[src/rtl/load_store_unit.sv]
// -----------------------------------------------------------------------------
// load_store_unit
//
// Single-outstanding LW/SW engine between a core and a word-addressed data
// memory with combinational read data. A request is accepted only in IDLE; the
// effective byte address (base + sign-extended offset, mod 2^32) is checked
// for alignment and range at acceptance. Faulting requests go straight to
// RESP; good requests take ISSUE (store write pulse), optionally WAIT for
// RD_WAIT cycles, capture read data (loads) and then RESP.
//
// Handshakes (both sides use the same rule): a transfer happens on a rising
// clk edge where valid and ready are both 1. The producer keeps valid and its
// payload stable until that edge; ready may depend on state but never on
// valid.
//
// Parameters
//   MEM_WORDS  number of 32-bit words in the data memory
//   RD_WAIT    cycles between address issue and read-data capture (0..15)
//
// Ports
//   clk, rst_n              clock, asynchronous active-low reset
//   req_valid/req_ready     request handshake (ready only in IDLE)
//   req_we                  1 = store, 0 = load
//   base, offset            byte base address, signed 16-bit immediate
//   wdata, rd_idx           store data, load destination tag
//   mem_we/addr/wdata       data memory write enable, word index, write data
//   mem_rdata               combinational read data at mem_addr
//   rsp_valid/rsp_ready     response handshake
//   rsp_data/rd_idx/fault   load data (0 for stores/faults), tag, fault flag
//   busy                    high whenever the FSM is not in IDLE
//   dbg_state               current FSM state encoding (IDLE=0 .. RESP=3)
// -----------------------------------------------------------------------------
module load_store_unit #(
   parameter int MEM_WORDS = 32,
   parameter int RD_WAIT   = 1
) (
   input  logic        clk,
   input  logic        rst_n,
   input  logic        req_valid,
   output logic        req_ready,
   input  logic        req_we,
   input  logic [31:0] base,
   input  logic [15:0] offset,
   input  logic [31:0] wdata,
   input  logic [4:0]  rd_idx,
   output logic        mem_we,
   output logic [31:0] mem_addr,
   output logic [31:0] mem_wdata,
   input  logic [31:0] mem_rdata,
   output logic        rsp_valid,
   input  logic        rsp_ready,
   output logic [31:0] rsp_data,
   output logic [4:0]  rsp_rd_idx,
   output logic        rsp_fault,
   output logic        busy,
   output logic [1:0]  dbg_state
);

   typedef enum logic [1:0] {
      IDLE  = 2'd0,
      ISSUE = 2'd1,
      WAIT  = 2'd2,
      RESP  = 2'd3
   } state_t;

   localparam logic [31:0] MEM_WORDS_L = 32'(MEM_WORDS);
   // WAIT lasts RD_WAIT cycles: the counter is loaded with RD_WAIT-1 and
   // capture happens in the cycle where it reads zero.
   localparam logic [3:0]  WAIT_INIT   = 4'((RD_WAIT > 0) ? (RD_WAIT - 1) : 0);

   state_t      state;
   state_t      state_nxt;
   logic [31:0] eff;
   logic        acc_fault;
   logic        accept;
   logic        capture;
   logic        we_q;
   logic [3:0]  wait_cnt;

   // Effective address and fault decision, only meaningful at acceptance.
   // Wrap-around past 2^32 is intentional: the sum is simply truncated.
   always_comb begin
      eff       = base + {{16{offset[15]}}, offset};
      acc_fault = (eff[1:0] != 2'b00) || ({2'b00, eff[31:2]} >= MEM_WORDS_L);
   end

   assign accept  = req_valid && (state == IDLE);
   assign capture = ((state == ISSUE) && (RD_WAIT == 0)) ||
                    ((state == WAIT) && (wait_cnt == 4'd0));

   // State register
   always_ff @(posedge clk or negedge rst_n) begin
      if (!rst_n) begin
         state <= IDLE;
      end else begin
         state <= state_nxt;
      end
   end

   // Next-state and state-decoded outputs
   always_comb begin
      state_nxt = state;
      req_ready = 1'b0;
      busy      = 1'b1;
      rsp_valid = 1'b0;
      mem_we    = 1'b0;
      unique case (state)
         IDLE: begin
            req_ready = 1'b1;
            busy      = 1'b0;
            if (req_valid) begin
               state_nxt = acc_fault ? RESP : ISSUE;
            end
         end
         ISSUE: begin
            // Combinational from state so an asynchronous reset drops the
            // write pulse in the same instant.
            mem_we    = we_q;
            state_nxt = (RD_WAIT > 0) ? WAIT : RESP;
         end
         WAIT: begin
            if (wait_cnt == 4'd0) begin
               state_nxt = RESP;
            end
         end
         RESP: begin
            rsp_valid = 1'b1;
            if (rsp_ready) begin
               state_nxt = IDLE;
            end
         end
         default: begin
            state_nxt = IDLE;
         end
      endcase
   end

   assign dbg_state = state;

   // Request/response datapath registers
   always_ff @(posedge clk or negedge rst_n) begin
      if (!rst_n) begin
         we_q       <= 1'b0;
         wait_cnt   <= 4'd0;
         mem_addr   <= 32'd0;
         mem_wdata  <= 32'd0;
         rsp_data   <= 32'd0;
         rsp_rd_idx <= 5'd0;
         rsp_fault  <= 1'b0;
      end else begin
         if (accept) begin
            we_q       <= req_we;
            mem_wdata  <= wdata;
            rsp_rd_idx <= rd_idx;
            rsp_fault  <= acc_fault;
            rsp_data   <= 32'd0;
            // A faulting access never touches memory, so no index is
            // presented for it.
            mem_addr   <= acc_fault ? 32'd0 : {2'b00, eff[31:2]};
         end

         if ((state == ISSUE) && (RD_WAIT > 0)) begin
            wait_cnt <= WAIT_INIT;
         end else if ((state == WAIT) && (wait_cnt != 4'd0)) begin
            wait_cnt <= wait_cnt - 4'd1;
         end

         if (capture && !we_q) begin
            rsp_data <= mem_rdata;
         end

         if ((state == RESP) && rsp_ready) begin
            mem_addr <= 32'd0;
         end
      end
   end

endmodule
[config.mk]
export PLATFORM = sky130hd
export DESIGN_NAME = load_store_unit
export DESIGN_NICKNAME = d
export VERILOG_FILES = /design/src/rtl/load_store_unit.sv
export SDC_FILE = /design/constraint.sdc
export NUM_CORES = 1
export LEC_CHECK = 0
export CORE_MARGIN = 2
export CORE_UTILIZATION = 45
export DETAILED_ROUTE_END_ITERATION = 10
export GPL_TIMING_DRIVEN = 0
export PLACE_DENSITY = 0.82
export RECOVER_POWER = 50
export SLEW_MARGIN = 20
export SYNTH_ARGS = -nofsm -noshare
export SYNTH_HDL_FRONTEND = slang
export SYNTH_SLANG_ARGS = --single-unit
[constraint.sdc]
create_clock -name clk -period 2.46 [get_ports clk]
set_clock_uncertainty 0.2 [all_clocks]
set_input_delay 0.492 -clock clk [delete_from_list [all_inputs] [get_ports clk]]
set_output_delay 0.492 -clock clk [all_outputs]
set_load 0.005 [all_outputs]
# After elaboration in Yosys (flattened, before gate mapping)
# Cells that the tools add are included.
[word_totals]
elab_cells = 48
register_bits = 109
output_inout_bits = 108
inputBits = 122
[op_classes]
n_reduce_logical = 15
add_sub_neg = 2
magnitude_cmp = 1
n_eq_ne = 6
mux = 16
[op_table]
columns = ["op", "count"]
rows = [
  ["$mux 32", 4],
  ["$add 32x32->32", 1],
  ["$ge 30x6->1 const B", 1],
  ["$mux 30", 1],
  ["$mux 2", 4],
  ["$mux 4", 2],
  ["$pmux 2 s4", 1],
  ["$reduce_bool 2->1", 4],
  ["$ne 2x2->1 const B", 3],
  ["$logic_and 1x1->1", 5],
  ["$eq 2x2->1 const B", 2],
  ["$logic_not 4->1", 1],
  ["$mux 1", 4],
  ["$reduce_bool 4->1", 1],
  ["$sub 4x1->4 const B", 1],
  ["$reduce_and 3->1", 1],
  ["$eq 2x1->1 const B", 1],
  ["$logic_not 2->1", 1],
  ["$logic_not 1->1", 1],
  ["$logic_or 1x1->1", 1],
]

# Longest topological paths before layout
# Gate-level depths: netlist of run 1.
[depth]
depth_word = 6
depth_mapped = 11
mapped_depth_nobuf = 11

# Least setup slack after synthesis of run 1
# OpenSTA, ideal clock, no wires.
[synth_path]
path_type = "in2reg"
from = "input port offset[0]"
to = "register mem_addr[0]"
arrival_time_ps = 2881
slack_ps = -698
required_time_ps = 2184
n_path_buf = 0
setup_ps = 76
stages = 11
path_cell_list = "ha_1 > fa_1 > a211oi_1 > o211ai_1 > a21oi_1 > o21ai_0 > xnor2_1 > o311ai_0 > nor4_2 > nand4bb_4 > o21ai_1"
[synth_via]
elab_chain_len = 6
word_cells_on_any_way = 7
cone_classes = "1 x add/sub; 1 x order compare; 3 x mux; 2 x reduce/logical"
[synth_rtl]
columns = ["item", "line", "text"]
rows = [
  ["start: declaration", "43", "input logic [15:0] offset,"],
  ["$add 32x32->32 (*)", "83", "eff = base + {{16{offset[15]}}, offset};"],
  ["$ge 30x6->1 / $reduce_bool 2->1 (equally long branches)", "84", "acc_fault = (eff[1:0] != 2'b00) || ({2'b00, eff[31:2]} >= MEM_WORDS_L);"],
  ["$logic_or 1x1->1", "84", ""],
  ["$mux 30 (*)", "159", "mem_addr <= acc_fault ? 32'd0 : {2'b00, eff[31:2]};"],
  ["$mux 32 (*)", "151", "if (accept) begin"],
  ["$mux 32 (*)", "172", "if ((state == RESP) && rsp_ready) begin"],
  ["end signal: assignment", "159", ""],
  ["end: declaration", "47", "output logic [31:0] mem_addr,"],
]
# Every way passes the cells marked *; elsewhere a longest branch is shown, timed or not. The select of a mux whose other input is x is not followed.
# A chain may end at the register's enable or synchronous reset.

# Final worst setup path of run 1
[layout_path]
from = "input port base[15]"
to = "register mem_addr[0]"
[layout_via]
elab_chain_len = 6
[layout_rtl]
columns = ["item", "line", "text"]
rows = [
  ["start: declaration", "42", "input logic [31:0] base,"],
  ["$add 32x32->32", "83", ""],
  ["$ge 30x6->1", "84", ""],
  ["$logic_or 1x1->1", "84", ""],
  ["$mux 30", "159", ""],
  ["$mux 32", "151", ""],
  ["$mux 32", "172", ""],
]
# Every way passes these cells. The select of a mux whose other input is x is not followed.

==> results of run 1 <==
per-layer routing:
metal / track usage [%] / vias up / wire length [microns]
li1: - / 2836 / -
met1: 32.8 / 3006 / 7940
met2: 47.5 / 287 / 10300
met3: 5.28 / 46 / 1370
met4: 10.4 / 0 / 605
met5: 0 / - / 0
state kept, by name, summed over array words and instances (netlist names):
| signal | cells |
|---|---|
| rsp_data | 32 |
| wait_cnt | 4 |
| we_q | 1 |
| dbg_state | 2 |
| mem_addr | 30 |
| rsp_fault | 1 |
| rsp_rd_idx | 5 |
| mem_wdata | 32 |
final timing paths:
check	start	end	slack, ps	depth (start not counted)
min	mem_addr[27]	mem_addr[27]	280	1
max reg2reg	dbg_state[0]	mem_wdata[0]	200	6
max in group asynchronous	rst_n	mem_wdata[11]	170	3
max	base[15]	mem_addr[0]	-560	12
min in group asynchronous	rst_n	mem_addr[21]	710	2
min reg2reg	mem_addr[27]	mem_addr[27]	280	1
cell type report:
cell class	instances	share of cell area, %
buffer	26	1.54
timing repair buffer	296	27.1
sequential	107	26.4
multi-input combinational	479	39.6
inverter	11	0.406
clock inverter	3	0.222
clock buffer	13	2.56
tap	176	2.17
power groups by stage:
stage | clock, mW | sequential, mW | combinational, mW
6_report | 1.35 | 2.65 | 3.83
5_1_grt | 1.46 | 2.71 | 4.13
4_1_cts | 1.38 | 2.66 | 3.80
3_5_place_dp | 0 | 2.69 | 3.51
3_3_place_gp | 0 | 2.65 | 3.41
2_1_floorplan | 0 | 2.71 | 1.56
cell families after synthesis:
family / count (synthesis)
AOI/OAI and AO/OA: 129
muxes: 40
xor gates and xnor gates: 25
adders and majority gates: 38
buffers and inverters: 43
other: 1
DFF: 107
and+or+nand+nor: 245
Yosys cell counts (5+ instances only):
library cell and number:
o211ai_1 8, buf_2 7, nand3_1 42, a21oi_2 6
ha_1 37, mux2_2 38, dfrtp_1 107, nor2_1 26
clkbuf_1 17, and2_1 27, nand4_1 14, nand2_1 105
o21ai_0 19, inv_1 11, a21oi_1 41, xnor2_1 13
nor3_1 6, o21ai_1 15, xor2_1 12, o21a_1 5
worst reg2reg max path, cell delays in order, from the launching register on:
cell and delay (ps):
dfrtp_2 460, inv_2 110, ha_4 190, and2_1 130, clkbuf_1 200, buf_1 460, mux2_2 400
through the flow:
stage | hold slack (ps) | std cells
global route | 311 | 1111
detailed placement | 250 | 1033
global placement | 268 | 1032
CTS | 290 | 1094
finish | 280 | 1111
floorplan | -3.59 | 629
repair_timing:
action,CTS,global route
endpoints found under the hold margin,45,0
setup endpoints to repair,10,54
resized for setup,203,47
hold buffers,1,0
buffers inserted,50,16
pin swaps,77,38
cloned,0,1
==> impl_metrics.json, run 1 <==
{
  "pre_cts_ws_ps": -2180,
  "worst_pin_slew_ps": 1140,
  "place.gp.congestion": 0.879,
  "drc_errors": 0,
  "p_per_area_nw_per_um2": 771,
  "vias": 6175,
  "power_frac_seq_pct": 33.9,
  "critPathTopFamily": "compound AO/OA/AOI/OAI gates",
  "worstPathCellList": "clkdlybuf4s15_1, ha_1, buf_6, a21oi_4, o21a_1, a21oi_2, o211ai_1, a2111o_1, nor4_4, nand4_1, nand4bb_4, o21ai_2",
  "post-route-util_pct": 77.0,
  "n_antenna_cell": 0,
  "yosysUniqueCellTypes": 65,
  "p_clk_share_pct": 17.2,
  "grt_pass1_vias": 6157,
  "area_growth_pct": 67.4,
  "grt_pass1_wl_mm": 31.2,
  "status": "finished with violations",
  "synth.top_cells.by_area": "dfrtp_1 44%, ha_1 7.6%, mux2_2 7.1%, nand2_1 6.5%, nand3_1 3.5%",
  "regArea_sq_um": 2680,
  "die_area_sq_um": 14400,
  "finalHoldViolCount": 0,
  "startpoint_type": "primary input",
  "synth_mux_area_share_pct": 7.40,
  "grt.total_usage_pct": 27.1,
  "numPortBuffers": 227,
  "cts_tree": "done",
  "netlist_instances": 628,
  "synth_top_area_share_pct": 44.1,
  "wl_per_cell_microns": 18.2,
  "fmax_mhz": 331,
  "yosysSeqAreaShare_pct": 44.1,
  "min_period_ps": 3020,
  "slew_headroom_pct": 24.0,
  "slowest_delay_ps": 460,
  "synthFlopType": "dfrtp_1",
  "avgSynthCellArea_sq_um": 9.66,
  "clock_latency_ps": 330,
  "die_y_microns": 120,
  "p_leak_nw": 4.38,
  "netlist_area_sq_um": 6070,
  "yosysWarnings": 0,
  "cp.buffers_inverters": 2,
  "io_pins": 230,
  "min_path_type": "flop to flop",
  "first_iter_violations": 326,
  "drv_slew": 0,
  "design_area_sq_um": 10200,
  "final_cell_mix": "131 x clkdlybuf4s50_1, 106 x dfrtp_1, 99 x nand2_1",
  "vias_per_cell": 5.56,
  "period_share_pct": 123,
  "fin_setup_tns_ps": -3750,
  "synth_top_family_by_area": "simple AND/OR/NAND/NOR gates",
  "cellInternalPower_mw": 5.20,
  "numCtsBuffers": 9,
  "cts.sink_count": 107,
  "mostFrequentLayoutCell": "clkdlybuf4s50_1",
  "synth_fa_ha_area_share_pct": 7.96,
  "initial_core_util_pct": 46.0,
  "synthXorXnorAreaFrac_pct": 3.61,
  "crit_arrival_ps": 3090,
  "cap_violations": 0,
  "irDropWorstVdd_v": 0.000401,
  "placementRows": 42,
  "placed_cell_area_sq_um": 8820,
  "power.total_mw": 7.83,
  "synth-edff-count": 0,
  "grt.overflow.total": 0,
  "rsz0062_at_grt": "yes",
  "n_fill_cell": 842,
  "p_sw_mw": 2.64,
  "yosys.area_share.simple_pct": 19.8,
  "pwr-share-comb_pct": 48.9,
  "synth-compound-area-share_pct": 13.9,
  "final_antenna_net_count": 0,
  "routed_wl_mm": 20.2,
  "async_reset_ff_share_pct": 100,
  "htree_levels": 3,
  "antenna_found_initial": 0,
  "die_x_microns": 120,
  "finalSetupViolCount": 7,
  "multiInputGateArea_sq_um": 4020,
  "clk_pin_slew_ps": 60,
  "cts_buffer_depth": 2,
  "cpMaxStageDelayCell": "a2111o_1",
  "final_layout_size_suffix_gt1_share_pct": 28.6,
  "worstSetupPathType": "primary input to flop",
  "swShare_pct": 33.6,
  "yosys.area.top_type": "dfrtp_1",
  "ys_ff_latch": 107,
  "fin_nets": 1090,
  "cts-root-buf": "clkbuf_16",
  "grt_max_degree": 63,
  "crit_fanout": 7,
  "failed_checks": "setup timing",
  "core_area_sq_um": 13200,
  "dp_hpwl_mm": 14.1,
  "endpoint_kind": "flop",
  "drt_first_pass_iters": 5,
  "required_ps": 2520,
  "worst_slack_ps": -563
}
No activity file was read; power rests on OpenSTA's default activity.
==> inputs of run 2 (changes only) <==
--- a/config.mk
+++ b/config.mk
@@ -9,6 +9,7 @@
 export CORE_UTILIZATION = 45
 export DETAILED_ROUTE_END_ITERATION = 10
 export GPL_TIMING_DRIVEN = 0
+export MAX_ROUTING_LAYER = met4
 export PLACE_DENSITY = 0.82
 export RECOVER_POWER = 50
 export SLEW_MARGIN = 20
==> run 2 against run 1 <==
  * The run still ends with setup timing left
  * Total power decreased by 0.27%
  * Non-clock buffer count decreased by 9
  * Critical path depth decreased by 1
  * Via count decreased by 1.3%
  * Sequential cell count unchanged
  * Worst hold slack about the same
  * Global-route usage increased by 0.22 points
  * Largest cell class unchanged
  * Worst setup slack improved by 66 ps
  * Sequential power about the same
  * Sequential share of layout area increased by 0.26 points
  * First-iteration DRC count increased by 24%
  * Fmax increased by 2.2%
==> impl_metrics.json, run 2 (synthesis results as in run 1) <==
{
  "slowest_delay_ps": 530,
  "grt_pass1_vias": 6152,
  "grt.overflow.total": 0,
  "fmax_mhz": 338,
  "place.gp.congestion": 0.884,
  "io_pins": 230,
  "holdCritStartpoint": "mem_addr[25]",
  "fin_setup_tns_ps": -3310,
  "cts_tree": "done",
  "p_leak_nw": 4.36,
  "first_iter_violations": 403,
  "area_growth_pct": 65.8,
  "antenna_found_initial": 0,
  "min_path_type": "flop to flop",
  "fin_nets": 1081,
  "cts_buffer_depth": 2,
  "grt.total_usage_pct": 27.3,
  "drv_slew": 0,
  "p_sw_mw": 2.62,
  "crit_arrival_ps": 3020,
  "mostFrequentLayoutCell": "clkdlybuf4s50_1",
  "routed_wl_mm": 19.8,
  "final_layout_size_suffix_gt1_share_pct": 27.9,
  "die_x_microns": 120,
  "required_ps": 2530,
  "cap_violations": 0,
  "clk_pin_slew_ps": 70,
  "cts-root-buf": "clkbuf_16",
  "rr_startpoint": "wait_cnt[0]",
  "cpMaxStageDelayCell": "clkdlybuf4s50_1",
  "whs_endpoint": "mem_addr[25]",
  "startpoint_type": "primary input",
  "power.total_mw": 7.81,
  "failed_checks": "setup timing",
  "r2r_slack_ps": 120,
  "status": "finished with violations",
  "n_antenna_cell": 0,
  "numCtsBuffers": 9,
  "swShare_pct": 33.5,
  "grt_pass1_wl_mm": 30.6,
  "grt_max_degree": 74,
  "period_share_pct": 120,
  "worstSetupStartpoint": "base[22]",
  "whs_path_depth": 1,
  "final_antenna_net_count": 0,
  "vias_per_cell": 5.53,
  "placementRows": 42,
  "drc_errors": 0,
  "finalHoldViolCount": 0,
  "worst_pin_slew_ps": 874,
  "top_regs": "mem_wdata x32, rsp_data x32, mem_addr x30",
  "finalSetupViolCount": 7,
  "placed_cell_area_sq_um": 8820,
  "vias": 6093,
  "design_area_sq_um": 10100,
  "die_y_microns": 120,
  "endpoint_kind": "flop",
  "worst_slack_ps": -497,
  "drt_first_pass_iters": 5,
  "worstSetupPathType": "primary input to flop",
  "r2r_cells": 7,
  "irDropWorstVdd_v": 0.000408,
  "htree_levels": 3,
  "dp_hpwl_mm": 14.3,
  "pwr-share-comb_pct": 48.8,
  "die_area_sq_um": 14400,
  "numPortBuffers": 227,
  "initial_core_util_pct": 46.0,
  "cts.sink_count": 107,
  "min_period_ps": 2960,
  "slew_headroom_pct": 41.7,
  "clock_latency_ps": 340,
  "core_area_sq_um": 13200,
  "reg2reg_to": "dbg_state[1]",
  "p_clk_share_pct": 17.3,
  "power_frac_seq_pct": 33.9,
  "final_cell_mix": "131 x clkdlybuf4s50_1, 106 x dfrtp_1, 97 x nand2_1",
  "crit_fanout": 5,
  "rsz0062_at_grt": "yes",
  "wl_per_cell_microns": 18.0,
  "cellInternalPower_mw": 5.19,
  "worstPathCellList": "clkdlybuf4s50_1, ha_4, a21oi_2, o21ai_0, a221oi_1, o21ai_1, mux2_1, o221ai_2, nor4_4, nand4bb_4, o21ai_2",
  "p_per_area_nw_per_um2": 776
}
-- run 2: cell count changes in the layout (fill, tap and decap cells not counted), moves of 3 or more --
cell             previous run  this run
buf_4                      67        54
o21ai_1                    13        16
o21ai_4                     4         1
clkbuf_2                    9        16
clkdlybuf4s15_2             4         7
nand3_2                     4         0
dlygate4sd2_1              14        10
nand3_1                    38        42
buf_1                       3         0
-- run 2: layout make-up --
| cell class | instances | area (sq um) |
|---|---|---|
| buffer | 26 | 160 |
| clock buffer | 13 | 260 |
| clock inverter | 3 | 22.5 |
| fill | 833 | 3130 |
| inverter | 11 | 41.3 |
| multi-input combinational | 479 | 3960 |
| sequential | 107 | 2680 |
| tap | 176 | 220 |
| timing repair buffer | 287 | 2720 |
-- run 2: stage by stage --
step	setup WS [ps]	utilization (%)	hold WS, ps	cells
after detailed placement	-2160	66.9	206	1033
after floorplan	-411	-	-3.59	629
final	-497	76.3	280	1102
after CTS	-438	74.8	290	1088
after global placement	-3070	66.6	269	1032
after global routing	-542	76.3	300	1102
-- run 2: power by group through the flow --
stage | clock network (mW) | registers [mW] | logic (mW)
finish | 1.35 | 2.65 | 3.81
global route | 1.45 | 2.71 | 4.13
CTS | 1.38 | 2.65 | 3.80
detailed placement | 0 | 2.70 | 3.52
global placement | 0 | 2.65 | 3.41
floorplan | 0 | 2.71 | 1.56
-- run 2: worst max-delay path by stage --
stage | end | slack (ps)
after global routing | mem_addr[0] | -540
after floorplan | mem_addr[0] | -410
after global placement | mem_wdata[18] | -3070
after detailed placement | mem_addr[0] | -2160
after CTS | mem_addr[0] | -440
final | mem_addr[0] | -500
-- run 2: what timing repair did --
| action | 4_1_cts | 5_1_grt |
|---|---|---|
| hold endpoints to repair | 34 | 0 |
| setup buffers | 44 | 13 |
| hold buffers | 1 | 0 |
| gates resized for setup | 206 | 44 |
| cloned | 0 | 1 |
| pin swaps | 85 | 20 |
| setup endpoints to repair | 10 | 48 |
-- run 2: routing by layer --
metal  vias to the layer above  share of wire, %  GRT usage [%]
li1                       2813                 -              -
met1                      2920                39           31.9
met2                       298                51           47.4
met3                        62               7.0           4.28
met4                         0               3.3           10.6
met5                         -                 0              -
-- run 2: worst max-delay path, delay by kind of cell --
family	cells	cell delay, ps
compound gates	6	1050
mux	1	250
fa+ha+maj	1	250
simple gates	2	430
buf+inv	1	530
==> inputs of run 3 (changes only) <==
--- a/config.mk
+++ b/config.mk
@@ -5,7 +5,7 @@
 export SDC_FILE = /design/constraint.sdc
 export NUM_CORES = 1
 export LEC_CHECK = 0
-export CORE_MARGIN = 2
+export CORE_MARGIN = 3
 export CORE_UTILIZATION = 45
 export DETAILED_ROUTE_END_ITERATION = 10
 export GPL_TIMING_DRIVEN = 0
==> run 3 against run 2 <==
  * The run still ends with setup timing left
  * Fmax increased by 1.3%
  * Design area decreased by 0.91%
  * Total power increased by 0.58%
  * Utilization increased by 1.2 points
  * Combinational power decreased by 1%
  * Via count increased by 0.11%
  * Clock-buffer cell count unchanged
  * Critical endpoint is now mem_addr[3]
==> impl_metrics.json, run 3 (synthesis results as in run 1) <==
{
  "status": "finished with violations",
  "failed_checks": "setup timing",
  "final_layout_size_suffix_gt1_share_pct": 25.3,
  "dp_hpwl_mm": 15.1,
  "worst_slack_ps": -459,
  "slew_headroom_pct": 7.36,
  "slowest_delay_ps": 330,
  "finalHoldViolCount": 0,
  "mostFrequentLayoutCell": "clkdlybuf4s50_1",
  "final_antenna_net_count": 0,
  "rsz0062_at_grt": "yes",
  "cap_violations": 0,
  "die_x_microns": 122,
  "grt_pass1_wl_mm": 32.2,
  "p_sw_mw": 2.61,
  "antenna_found_initial": 0,
  "period_share_pct": 119,
  "clock_latency_ps": 330,
  "cpMaxStageDelayCell": "ha_4",
  "finalSetupViolCount": 7,
  "cellInternalPower_mw": 5.25,
  "drv_slew": 0,
  "crit_arrival_ps": 2990,
  "grt_pass1_vias": 6164,
  "cts_tree": "done",
  "p_leak_nw": 4.29,
  "place.gp.congestion": 0.927,
  "fmax_mhz": 343,
  "numCtsBuffers": 9,
  "cts-root-buf": "clkbuf_16",
  "irDropWorstVdd_v": 0.000406,
  "endpoint_kind": "flop",
  "wl_per_cell_microns": 18.8,
  "p_per_area_nw_per_um2": 788,
  "whs_ps": 282,
  "swShare_pct": 33.2,
  "grt.total_usage_pct": 28.3,
  "vias_per_cell": 5.62,
  "crit_fanout": 5,
  "io_pins": 230,
  "core_area_sq_um": 12900,
  "critPathTopFamily": "simple AND/OR/NAND/NOR gates",
  "fin_nets": 1070,
  "grt.overflow.total": 0,
  "htree_levels": 3,
  "p_clk_share_pct": 18.2,
  "min_period_ps": 2920,
  "cp.buffers_inverters": 3,
  "routed_wl_mm": 20.5,
  "worst_pin_slew_ps": 1390,
  "top_regs": "mem_wdata x32, rsp_data x32, mem_addr x30",
  "final_cell_mix": "132 x clkdlybuf4s50_1, 107 x dfrtp_1, 98 x nand2_1",
  "cts_buffer_depth": 2,
  "startpoint_type": "primary input",
  "area_growth_pct": 64.3,
  "drc_errors": 0,
  "power_frac_seq_pct": 33.9,
  "die_area_sq_um": 14900,
  "die_y_microns": 122,
  "worstPathCellList": "clkdlybuf4s15_1, ha_4, buf_4, nand4_1, buf_4, nor4_2, a32oi_1, nand3_1, xor2_1, nor4_1, nand4_1, nand4bb_4, o21ai_2",
  "required_ps": 2530,
  "worstSetupPathType": "primary input to flop",
  "drt_first_pass_iters": 5,
  "min_path_type": "flop to flop",
  "initial_core_util_pct": 47.1,
  "grt_max_degree": 86,
  "first_iter_violations": 360,
  "cts.sink_count": 107,
  "vias": 6100,
  "pwr-share-comb_pct": 47.9,
  "placementRows": 41,
  "numPortBuffers": 227,
  "clk_pin_slew_ps": 60,
  "power.total_mw": 7.86,
  "n_antenna_cell": 0
}
==> run 3: repair_timing <==
item | 4_1_cts | 5_1_grt
setup buffers | 44 | 2
gates cloned | 1 | 0
resized for setup | 217 | 18
hold buffers | 1 | 0
setup endpoints to repair | 9 | 55
pin swaps | 69 | 5
endpoints found under the hold margin | 22 | 0
==> run 3: power groups by stage <==
stage | clock network [mW] | registers, mW | logic (mW)
floorplan | 0 | 2.71 | 1.56
CTS | 1.45 | 2.67 | 3.82
detailed placement | 0 | 2.71 | 3.53
global route | 1.52 | 2.72 | 4.09
global placement | 0 | 2.65 | 3.41
finish | 1.43 | 2.66 | 3.77
==> run 3: layout make-up <==
cell class	count	area (sq um)
clock inverter	2	35.0
multi-input combinational	479	3960
sequential	107	2680
inverter	11	41.3
fill	827	2910
clock buffer	13	260
tap	172	215
timing repair buffer	276	2630
buffer	26	156
==> run 3: through the flow <==
| step | worst slack (ps) | std cells | instance area [sq um] | util, % | setup TNS [ps] |
|---|---|---|---|---|---|
| floorplan | -411 | 629 | 6300 | - | -2740 |
| global placement | -3070 | 1028 | 8790 | 68.2 | -343210 |
| detailed placement | -2140 | 1029 | 8810 | 68.5 | -16110 |
| CTS | -447 | 1084 | 9920 | 77.0 | -2970 |
| global route | -658 | 1086 | 9970 | 77.4 | -4290 |
| finish | -459 | 1086 | 9970 | 77.4 | -3030 |
==> run 3: final timing paths <==
kind / start / end / slack (ps) / cells after the start
min in group asynchronous: rst_n / rsp_data[15] / 800 / 2
max in group asynchronous: rst_n / mem_addr[17] / 230 / 3
worst min register to register: mem_addr[16] / mem_addr[16] / 280 / 1
worst max-delay path: base[19] / mem_addr[3] / -460 / 13
worst max register to register: dbg_state[0] / mem_wdata[7] / 150 / 6
worst min-delay path: mem_addr[16] / mem_addr[16] / 280 / 1
==> run 3: layer usage <==
metal	vias up	track usage [%]	share of wire, %	wire (microns)
li1	2794	-	-	-
met4	0	13.2	3.9	790
met3	69	4.50	6.8	1390
met5	-	-	0	0
met1	2974	31.9	38	7730
met2	263	49.2	52	10500
==> run 3: worst register-to-register path, stage by stage, from the launching register on <==
cell      delay (ps)
dfrtp_1          420
inv_1            100
ha_2             250
and2_1           150
clkbuf_1         180
buf_1            480
mux2_2           410
==> variant (config.mk and constraints of run 1) <==
Change the parameter `MEM_WORDS` from 32 to 31. Comments in the files are not updated.
--- a/src/rtl/load_store_unit.sv
+++ b/src/rtl/load_store_unit.sv
@@ -33,3 +33,3 @@
 module load_store_unit #(
-   parameter int MEM_WORDS = 32,
+   parameter int MEM_WORDS = 31,
    parameter int RD_WAIT   = 1
Function: changed (Yosys sat finds a counterexample within 4 cycles, from zero or initial values and one cycle with rst_n low).
==> variant against run 1 <==
The run still ends with setup timing left. First-iteration DRC count increased by 67%. Worst setup slack got worse by 0.31 ns. Via count is 1.4% higher. Maximum frequency fell by 9.2%. Critical path depth did not move. Routed wire length increased by 8.6%. Power up 0.56%. Synthesized area increased by 0.19%. Cell area decreased by 2.1%. Cell count decreased by 1.1%. Sequential cell count unchanged. Largest cell class unchanged. Largest power group unchanged.
==> variant: results (changes against run 1) <==
- Drt wl/cell: 19.93 µm (+9.8%)
- Setup Buffers After CTS: 41 (-18%)
- Placer congestion estimate: 0.9216 (+4.9%)
- Final setup viols: 7 (unchanged)
- Failing checks: setup timing
- Top cells by area, synth: dfrtp_1 (44%), ha_1 (7.6%), mux2_2 (7.2%)
- Final net count: 1078 (-1.1%)
- Post-synthesis sequential area ratio: 44.03% (-0.082 points)
- Top cells by count, synth: dfrtp_1 (107), nand2_1 (101), nand3_1 (44)
- CP top delay family: simple AND/OR/NAND/NOR gates
- Pre-CTS setup slack: -2.337 ns (-0.1595 ns)
- Cells after Synth: 634 (+0.96%)
- Total track usage: 28.88% (+1.8 points)
- Slowest CP cell: fa_2
- Max VDD drop: 0.6485 mV (+62%)
- Mux cell area share after synthesis: 7.963% (+0.56 points)
- Reg2Reg Setup Slack: 0.13 ns (-0.07 ns)
- First-pass GRT wire length: 32.60 mm (+4.3%)
- Num CTS Buffers: 9 (unchanged)
- Yosys cell types: 57 (-12%)
- Post-cts resize count: 177 (-13%)
- Layout cells sized above 1: 24.92% (-3.6 points)
- Filler Cell Count: 885 (+5.1%)
- Inserted Diodes: 0 (unchanged)
- Largest net degree at the start of global routing: 57 (-9.5%)
- Switching share of power: 35.39% (+1.7 points)
- Worst Tran Pin Value: 1.278 ns (+0.1385 ns)
- Adder-cell share of the synthesized area: 7.942% (-0.015 points)
- Critical Path AT: 3.42 ns (+0.33 ns)
- Setup TNS: -6.016 ns (-2.270 ns)
- Synth Area in XOR/XNOR: 3.313% (-0.29 points)
- Synth Area in Compound Gates: 12.80% (-1.1 points)
- HPWL Detailed: 14.78 mm (+5.0%)
- Placed cells: 1039 (+0.58%)
- Leakage power: 4.355 nW (-0.59%)
- Status: finished with violations
- Combinational group power: 3.87 mW (+1%)
- Insertion delay to the later sink of the worst-skew pair: 0.35 ns (+0.02 ns)
- Drt pass-1 iters: 6 (+1)
- Clk pwr share: 17.6% (+0.4 points)
- Vias: 6259 (+1.4%)
- DRT iter0 DRCs: 544 (+67%)
- Final worst slack: -0.8700 ns (-0.3072 ns)
- Comb power frac: 49.1% (+0.2 points)
- Final critical-path share of the clock period: 135.4% (+12 points)
- Routed wire length: 21.90 mm (+8.6%)
## variant: cell count changes after synthesis, moves of 6 or more
cell      change
clkbuf_1      +8
o21ai_1      -14
o21ai_0       +6
buf_2         -7
nor3_1       +10
a21oi_2       -6
## variant: worst paths after layout
kind,startpoint,endpoint,depth (start not counted)
setup / recovery,offset[0],mem_addr[1]$_DFFE_PN0P_,12
hold / removal,mem_addr[11]$_DFFE_PN0P_,mem_addr[11]$_DFFE_PN0P_,1
setup reg to reg,dbg_state[0]$_DFFE_PN0P_,mem_wdata[24]$_DFFE_PN0P_,5
hold reg to reg,mem_addr[11]$_DFFE_PN0P_,mem_addr[11]$_DFFE_PN0P_,1
max in group asynchronous,rst_n,rsp_data[17]$_DFFE_PN0P_,3
min in group asynchronous,rst_n,mem_wdata[22]$_DFFE_PN0P_,2
## variant: per-layer routing
layer	vias to the layer above	track usage, %	part of all wire [%]
met5	-	0	0
met4	0	11.92	4.7
met3	94	8.302	8.8
met2	346	48.76	49
met1	3015	34.68	38
li1	2804	-	-
## variant: through the flow
stage	instance area, µm²	hold slack, ns
after floorplan	6206	-0.003591
after global placement	8698	0.2648
after detailed placement	8727	0.2711
after CTS	9721	0.2913
after global routing	9947	0.3074
final	9947	0.2835
## variant: cells by family (layout without fill, tap and decap cells)
family	count (synthesis)	in the layout
flip-flops	107	107
AND/OR/NAND/NOR	256	256
multiplexers	43	43
other	1	2
AO/OA/AOI/OAI	121	121
buffers and inverters	45	333
XOR/XNOR	23	23
adder cells (fa/ha/maj)	38	38
## variant: final cells by class
class,instances,area (µm²),area share (%)
well taps,176,220.2,2.214
repair buffers,281,2646,26.60
inverters,12,45.04,0.4528
multi-input cells,483,3933,39.53
flip-flops and latches,107,2678,26.92
clock inverters,6,48.80,0.4906
clock buffers,10,229.0,2.302
plain buffers,24,147.6,1.484
